==> src/rtl/counter_monitor.sv <==
// counter_monitor: watches an external up-counter and its milestone/done flags,
// tracks milestones, and latches the first protocol violation it sees.
module counter_monitor #(
    parameter int unsigned LIMIT = 1_000_000,
    parameter int unsigned STEP  = 200_000,
    parameter int unsigned CW    = 20
) (
    input  logic          clk,
    input  logic          rst,
    input  logic [CW-1:0] cnt_in,
    input  logic          milestone_in,
    input  logic          done_in,
    output logic [1:0]    state,
    output logic [3:0]    ms_count,
    output logic          err,
    output logic [2:0]    err_code,
    output logic [CW-1:0] err_at
);

    typedef enum logic [1:0] {
        StIdle  = 2'd0,
        StTrack = 2'd1,
        StDone  = 2'd2,
        StFail  = 2'd3
    } state_e;

    localparam logic [CW-1:0] LimitC  = CW'(LIMIT);
    localparam logic [CW-1:0] StepC   = CW'(STEP);
    localparam logic [CW:0]   StepW   = (CW+1)'(STEP);
    // Saturation point for next_ms: one past the terminal count.
    localparam logic [CW:0]   LimitP1 = (CW+1)'(LIMIT) + (CW+1)'(1);

    state_e        r_state, w_state_nxt;
    logic [CW-1:0] r_prev, w_prev_nxt;
    logic [CW-1:0] r_next_ms, w_next_ms_nxt;
    logic [3:0]    r_ms_count, w_ms_count_nxt;
    logic          r_err, w_err_nxt;
    logic [2:0]    r_err_code, w_err_code_nxt;
    logic [CW-1:0] r_err_at, w_err_at_nxt;

    logic          w_ms_exp;
    logic          w_done_exp;
    logic          w_resync;
    logic [CW:0]   w_prev_inc;
    logic [CW:0]   w_next_sum;
    logic [CW-1:0] w_next_sat;
    logic          w_ms_match;
    logic [2:0]    w_chk_code;

    assign w_ms_exp   = (cnt_in != '0) && (cnt_in == r_next_ms);
    assign w_done_exp = (cnt_in == LimitC);
    // A zero count with done low means the observed counter was reset.
    assign w_resync   = (cnt_in == '0) && !done_in;
    // Extra bit keeps an all-ones prev from wrapping onto zero.
    assign w_prev_inc = {1'b0, r_prev} + (CW+1)'(1);
    assign w_next_sum = {1'b0, r_next_ms} + StepW;
    assign w_next_sat = (w_next_sum > LimitP1) ? LimitP1[CW-1:0] : w_next_sum[CW-1:0];
    assign w_ms_match = milestone_in && w_ms_exp;

    // Error cause for this sample; lowest code wins when several fire together.
    always_comb begin
        w_chk_code = 3'd0;
        if (!w_resync) begin
            if (r_state == StTrack) begin
                if ({1'b0, cnt_in} != w_prev_inc)  w_chk_code = 3'd1;
                else if (milestone_in != w_ms_exp) w_chk_code = 3'd2;
                else if (done_in != w_done_exp)    w_chk_code = 3'd3;
            end else if (r_state == StDone) begin
                if (milestone_in != w_ms_exp)               w_chk_code = 3'd2;
                else if ((cnt_in != LimitC) || !done_in)    w_chk_code = 3'd4;
            end
        end
    end

    // State register and all datapath registers, synchronous reset.
    always_ff @(posedge clk) begin
        if (rst) begin
            r_state    <= StIdle;
            r_prev     <= '0;
            r_next_ms  <= StepC;
            r_ms_count <= 4'd0;
            r_err      <= 1'b0;
            r_err_code <= 3'd0;
            r_err_at   <= '0;
        end else begin
            r_state    <= w_state_nxt;
            r_prev     <= w_prev_nxt;
            r_next_ms  <= w_next_ms_nxt;
            r_ms_count <= w_ms_count_nxt;
            r_err      <= w_err_nxt;
            r_err_code <= w_err_code_nxt;
            r_err_at   <= w_err_at_nxt;
        end
    end

    // Next-state decode; FAIL only leaves through reset.
    always_comb begin
        w_state_nxt = r_state;
        case (r_state)
            StIdle: begin
                if (w_resync) w_state_nxt = StTrack;
            end
            StTrack: begin
                if (w_resync)                w_state_nxt = StTrack;
                else if (w_chk_code != 3'd0) w_state_nxt = StFail;
                else if (w_done_exp)         w_state_nxt = StDone;
            end
            StDone: begin
                if (w_resync)                w_state_nxt = StTrack;
                else if (w_chk_code != 3'd0) w_state_nxt = StFail;
            end
            default: w_state_nxt = r_state;
        endcase
    end

    // Datapath next values: resync, milestone tracking and first-error capture.
    always_comb begin
        w_prev_nxt     = r_prev;
        w_next_ms_nxt  = r_next_ms;
        w_ms_count_nxt = r_ms_count;
        w_err_nxt      = r_err;
        w_err_code_nxt = r_err_code;
        w_err_at_nxt   = r_err_at;
        if (r_state != StFail) begin
            if (w_resync) begin
                w_prev_nxt     = '0;
                w_next_ms_nxt  = StepC;
                w_ms_count_nxt = 4'd0;
            end else if (r_state != StIdle) begin
                if (w_ms_match) begin
                    w_ms_count_nxt = (r_ms_count == 4'd15) ? 4'd15 : r_ms_count + 4'd1;
                    w_next_ms_nxt  = w_next_sat;
                end
                if (w_chk_code != 3'd0) begin
                    w_err_nxt      = 1'b1;
                    w_err_code_nxt = w_chk_code;
                    w_err_at_nxt   = cnt_in;
                end else if (r_state == StTrack) begin
                    w_prev_nxt = cnt_in;
                end
            end
        end
    end

    assign state    = r_state;
    assign ms_count = r_ms_count;
    assign err      = r_err;
    assign err_code = r_err_code;
    assign err_at   = r_err_at;

endmodule
==> config.mk <==
export PLATFORM = sky130hd
export DESIGN_NAME = counter_monitor
export DESIGN_NICKNAME = d
export VERILOG_FILES = /design/src/rtl/counter_monitor.sv
export SDC_FILE = /design/constraint.sdc
export NUM_CORES = 1
export LEC_CHECK = 0
export CAP_MARGIN = 20
export CORE_MARGIN = 1
export CORE_UTILIZATION = 46
export CTS_BUF_LIST = sky130_fd_sc_hd__clkbuf_16
export CTS_CLUSTER_DIAMETER = 40
export DETAILED_ROUTE_END_ITERATION = 6
export HOLD_SLACK_MARGIN = 0.02
export MAX_ROUTING_LAYER = met4
export PLACE_DENSITY = 0.68
export SYNTH_ARGS = -nofsm -noshare
export SYNTH_HDL_FRONTEND = slang
export SYNTH_SLANG_ARGS = --single-unit
==> constraint.sdc <==
create_clock -name clk -period 5.75 [get_ports clk]
set_input_delay 1.725 -clock clk [delete_from_list [all_inputs] [get_ports clk]]
set_output_delay 1.725 -clock clk [all_outputs]
set_load 0.05 [all_outputs]
== Word-level counts from Yosys, hierarchy flattened ==
Index checks and enable logic that the tools add are counted.

* Add/sub/neg operators: 3
* Equality and inequality tests: 14
* Order comparisons: 1
* Reductions and logical operators: 18
* Multiplexer cells: 27
* Bitwise logic cells: 1

{| class="wikitable"
|+ Operators with widths
! operator !! count
|-
| 20-bit two-way mux || 8
|-
| 20-bit by 1-bit adder with 21-bit output, second input constant || 1
|-
| 20-bit by 18-bit adder with 21-bit output, second input constant || 1
|-
| 21-bit by 20-bit > comparator with 1-bit output, second input constant || 1
|-
| 20-bit by 21-bit inequality test with 1-bit output || 1
|-
| 20-bit equality test || 1
|-
| 20-bit equality test, second input constant || 1
|-
| 20-bit zero test || 1
|-
| 20-bit inequality test, second input constant || 1
|-
| 20-bit nonzero test || 1
|-
| 2-bit two-way mux || 9
|-
| 4-bit two-way mux || 4
|-
| 3-bit two-way mux || 5
|-
| 4-bit AND reduction || 3
|-
| 2-bit nonzero test || 4
|-
| 2-bit inequality test, second input constant || 3
|-
| 2-bit case mux with 3 select lines || 1
|-
| 3-bit nonzero test || 2
|-
| 4-bit by 1-bit adder with 4-bit output, second input constant || 1
|-
| 4-bit equality test, second input constant || 1
|-
| 4-bit by 3-bit inequality test with 1-bit output, second input constant || 1
|-
| 1-bit logical AND || 3
|-
| 3-bit by 2-bit inequality test with 1-bit output, second input constant || 1
|-
| 3-bit AND reduction || 1
|-
| other kinds (7) || 8
|}

* Flip-flop bits (word level): 70
* Logic and storage cells: 71

== Depth between registers and ports, before layout ==
* Depth in word-level cells: 11
* Depth in mapped cells: 16
* Depth with buffers taken out: 13

== Worst setup path before layout ==
OpenSTA, ideal clock, no wires.

* Kind: in2reg
* Start: input port cnt_in[12]
* End: register r_prev[3]
* Slack: 1,009 ps
* Path buffers: 3
* Cell stages on the path: 14
* Data arrival time: 4,670 ps
* Path through: buf_2 > nor4_1 > nand4_1 > nor4_1 > nor4_1 > ha_1 > nor4b_1 > or2_1 > nor3_1 > a21oi_1 > clkbuf_1 > clkbuf_1 > nand3_1 > a21oi_1

* Cells in the longest elaborated chain, start to end: 10

{| class="wikitable"
|+ RTL lines
! what !! line !! source
|-
| from (decl) || 10 || <nowiki>input logic [CW-1:0] cnt_in,</nowiki>
|-
| 20-bit equality test (tied with other cells) || 51 || <nowiki>assign w_done_exp = (cnt_in == LimitC);</nowiki>
|-
| 1-bit inequality test (tied with other cells) || 67 || <nowiki>else if (done_in != w_done_exp) w_chk_code = 3'd3;</nowiki>
|-
| 2-bit two-way mux (tied with other cells) || 67 ||
|-
| 2-bit two-way mux / 3-bit two-way mux (equally long branches) || 66, 69 ||
|-
| 2-bit two-way mux / 3-bit two-way mux (equally long branches) || 65, 68 ||
|-
| 3-bit two-way mux || 64 || <nowiki>if (r_state == StTrack) begin</nowiki>
|-
| 3-bit two-way mux || 63 || <nowiki>if (!w_resync) begin</nowiki>
|-
| 3-bit nonzero test || 134 || <nowiki>if (w_chk_code != 3'd0) begin</nowiki>
|-
| 2-bit inequality test (no source line) || -- ||
|-
| 4-bit AND reduction (no source line) || -- ||
|-
| to (signal assigned) || 87 || <nowiki>r_prev <= w_prev_nxt;</nowiki>
|-
| to (decl) || 34 || <nowiki>logic [CW-1:0] r_prev, w_prev_nxt;</nowiki>
|}

Several ways; a longest one is shown, not always the timed one.
A chain may end at the register's enable or synchronous reset.

== Worst setup path in the final report ==
* Start: input port cnt_in[12]
* End: register r_err_at[19], in the netlist err_at[19]

* Cells in the longest elaborated chain, start to end: 9

{| class="wikitable"
|+ RTL lines
! what !! line !! source
|-
| 20-bit equality test (tied with other cells) || 51 ||
|-
| 1-bit inequality test (tied with other cells) || 67 ||
|-
| 2-bit two-way mux (tied with other cells) || 67 ||
|-
| 2-bit two-way mux / 3-bit two-way mux (equally long branches) || 66, 69 ||
|-
| 2-bit two-way mux / 3-bit two-way mux (equally long branches) || 65, 68 ||
|-
| 3-bit two-way mux || 64 ||
|-
| 3-bit two-way mux || 63 ||
|-
| 3-bit nonzero test || 134 ||
|-
| 4-bit AND reduction (no source line) * || -- ||
|-
| to (signal assigned) || 92 || <nowiki>r_err_at <= w_err_at_nxt;</nowiki>
|-
| to (decl) || 39 || <nowiki>logic [CW-1:0] r_err_at, w_err_at_nxt;</nowiki>
|}

Mark *: on every way between the ends. The rest lies on a longest branch, timed or not.

==> key figures <==
Status
  – Status: finished, final reports clean

Logic synthesis
  – Syn Inst Count: approximately 540
  – Post-synthesis sequential area ratio: 29.86%
  – Post-synth top area share: 29.86%
  – Unique masters post-synth: 66
  – Largest area contributor in the netlist: dfxtp_1
  – Syn nets: 576
  – Synth area leaders: dfxtp_1 30%, a21oi_1 5.9%, mux2i_1 5.5%
  – EDFF count, synth: 0
  – Ys flop type: dfxtp_1
  – Number of warnings issued by yosys: 0
  – Synthesized cell area: 0.004358 sq mm
  – Mean Syn Cell Area: between 8 and 9 sq um
  – Synthesized flop and latch total: 65
  – Asr flop ratio synth: 0%

Floorplanning
  – IO Count: 54
  – Die Y: just under 100 microns
  – Starting Density: a little under half
  – Die W: 99.34 microns
  – Core area: ~0.009 sq mm
  – Die ar.: a little under 0.01 sq mm
  – Cell row count: 35

STA
  – Slew @ Worst Pin: 0.7775 ns
  – RSZ-0062 raised after global routing: no
  – Final worst slack: 0.6269 ns
  – Post-layout min period: 5.123 ns
  – Slew headroom: about half
  – Hold_ws: 0.4700 ns
  – Period utilisation layout: 89.10%
  – Worst Clk Skew: between 0.005 and 0.006 ns
  – Final Hold Viols: 0
  – Slew Limit Fails: 0
  – Max Fclk: 195.2 MHz
  – # setup viols final: 0
  – Setup TNS: 0 ns

Clock tree
  – Maximum level of the CTS H-tree: 3
  – Root Buffer Master: clkbuf_16
  – CTS Buf Count: 9
  – # Post-CTS Setup Buffers: 0
  – CTS Sinks: 65
  – Clock latency on the worst-skew pair: roughly 0.33 ns
  – Clock transition at path regs: ~0.060 ns
  – CTS max path bufs: 2
  – CTS Hold Buffers Added: 0
  – CTS tree: done
  – Resize count post-CTS: 0

Global routing
  – GR Util All Layers: 25.88%
  – Largest net degree at the start of global routing: 43
  – Initial antenna violation count: 0
  – GR Layer Usage met2: about 43%
  – M3 GR Usage: 4.779%
  – Global routing usage on met1: 32.20%
  – Most Used Layer, Global Route: met2
  – Gr ovfl total: 0
  – Vias in the first global route: between 3000 and 4000
  – First-pass GRT wire length: 19.51 mm

Critical path
  – Crit-path most repeated cell: nor4_1
  – CP arrival: 5.31 ns
  – CP Launch Type: input port
  – Slowest-stage cell, CP: clkdlybuf4s50_1
  – CP Max Fanout: 14
  – Worst Path Required: 5.94 ns
  – Nature of the critical path endpoint: flop
  – Crit-path max cell delay: 0.55 ns
  – Setup CP Type: input port to flop
  – Worst path cell trace: clkdlybuf4s50_1, nor4_1, nand4_1, nor4_1, nor4_1, ha_1, nor4b_1, or2_1, o21ai_0, a21oi_4, buf_4, mux2i_1, nor2_1

Finish
  – Layout net count: about 620
  – FILL cells: 860
  – Synth-to-layout area growth: 21.10%
  – Finished Layout Cells: 700
  – Share of layout cells above drive strength 1: 9.338%
  – Utilization after layout: 57.39%
  – Ant. Diodes: 0
  – Cell area after layout: around 0.0053 sq mm

Placed design
  – Pre-CTS setup slack: 0.3272 ns
  – Routability congestion estimate: 0.8826
  – HPWL after DPL: approximately 8.6 mm
  – Port bufs: 53
  – Placed Cells: about 700
  – Area after DPL: approximately 0.005 sq mm

Detailed routing
  – Remaining antenna violation count: 0
  – Iter 0 DRT Violations: around 220
  – Post-Route WL: ~12 mm
  – Residual DRC: 0
  – Routed len/inst: 16.84 microns
  – DR vias: between 4000 and 5000
  – Detailed Routing Iterations Pass 1: 4
  – Number of vias per cell: 5.940

Power and ir drop
  – PwrDens: 203.8 mW/mm^2
  – Max rail drop VDD: 130.6 uV
  – Total chip power: 1.076 mW
  – P_leak: 1.793 nW

Flow run
  – Maxcap violations: 0

Hold path
  – Hold crit path type: flop to flop
## power by group
| part | internal, mW | switching, mW |
|---|---|---|
| Clock | 0.334 | 0.213 |
| Combinational | 0.0348 | 0.0406 |
| Sequential | 0.451 | 0.00165 |
## synth_stat cells (all sizes together), types with 7 or more instances
cell type,number
dfxtp,65
nor2,55
a21oi,52
nand3,36
clkbuf,25
nand2,25
mux2i,24
xor2,22
o21ai,21
nor3,19
a21bo,18
inv,17
xnor2,17
buf,15
nor4,13
ha,10
nand2b,10
nand4,10
a211o,7
## cells by family (layout without fill, tap and decap cells)
group           after synthesis  after routing  synth area share (%)
simple gates                198            198                 24.29
compound gates              148            148                 23.52
flops                        65             65                 29.86
buf+inv                      57            104                 5.857
xor+xnor                     39             39                 7.838
mux                          25             25                 5.771
fa+ha+maj                    10             10                 2.871
## final cells by class
cell class              instances  area [sq um]  share of cell area (%)
repair buffers                 71         673.1                   12.75
flip-flops and latches         65          1301                   24.66
multi-input cells             420          2805                   53.15
clock inverters                 7         70.07                   1.328
inverters                      17         63.81                   1.209
clock buffers                   9         225.2                   4.267
well taps                     111         138.9                   2.632
## registers in the layout, summed over array words and instances (netlist names)
register and cells:
err 1, err_at 20, err_code 3, ms_count 4, r_next_ms 15, r_prev 20
state 2
## worst max-delay path: cells and delay by family
kind | cells | cell delay, ns
multiplexers | 1 | 0.22
AND/OR/NAND/NOR | 7 | 1.87
buffers and inverters | 2 | 0.82
AO/OA/AOI/OAI | 2 | 0.30
adder cells (fa/ha/maj) | 1 | 0.35
## cells in the final DEF (no fill, tap or decap), types with 3 or more instances in the layout
master,n
nor3_1,18
xnor2_1,17
nor2b_1,5
a211oi_1,5
a211o_1,7
dfxtp_1,65
a21bo_2,9
o21bai_1,4
clkdlybuf4s50_1,52
and4_1,3
nand3_1,35
o211ai_1,4
nor4b_1,3
a21bo_1,9
nand2b_1,10
o21ai_0,19
clkbuf_16,9
a32oi_1,4
nand2_1,25
a21o_1,5
inv_1,17
a31oi_1,5
a21oi_1,50
ha_1,10
nand4_1,9
o21a_1,4
or3_1,5
clkinvlp_4,3
nor2_1,55
xor2_1,22
buf_4,17
nor4_1,12
mux2i_1,24
## worst paths after layout
| check | endpoint | cells past startpoint | startpoint | slack (ns) |
|---|---|---|---|---|
| setup / recovery | err_at[19] | 13 | cnt_in[12] | 0.63 |
| hold / removal | err_code[2] | 2 | err_code[2] | 0.47 |
| setup reg to reg | err_at[19] | 12 | r_next_ms[12] | 2.32 |
| hold reg to reg | err_code[2] | 2 | err_code[2] | 0.47 |
## metal layers
layer	routed length, microns	up-vias
met3	507	13
li1	-	2061
met2	5688	109
met4	206	0
met5	0	-
met1	5384	1975
(Power assumes the default switching activity.)
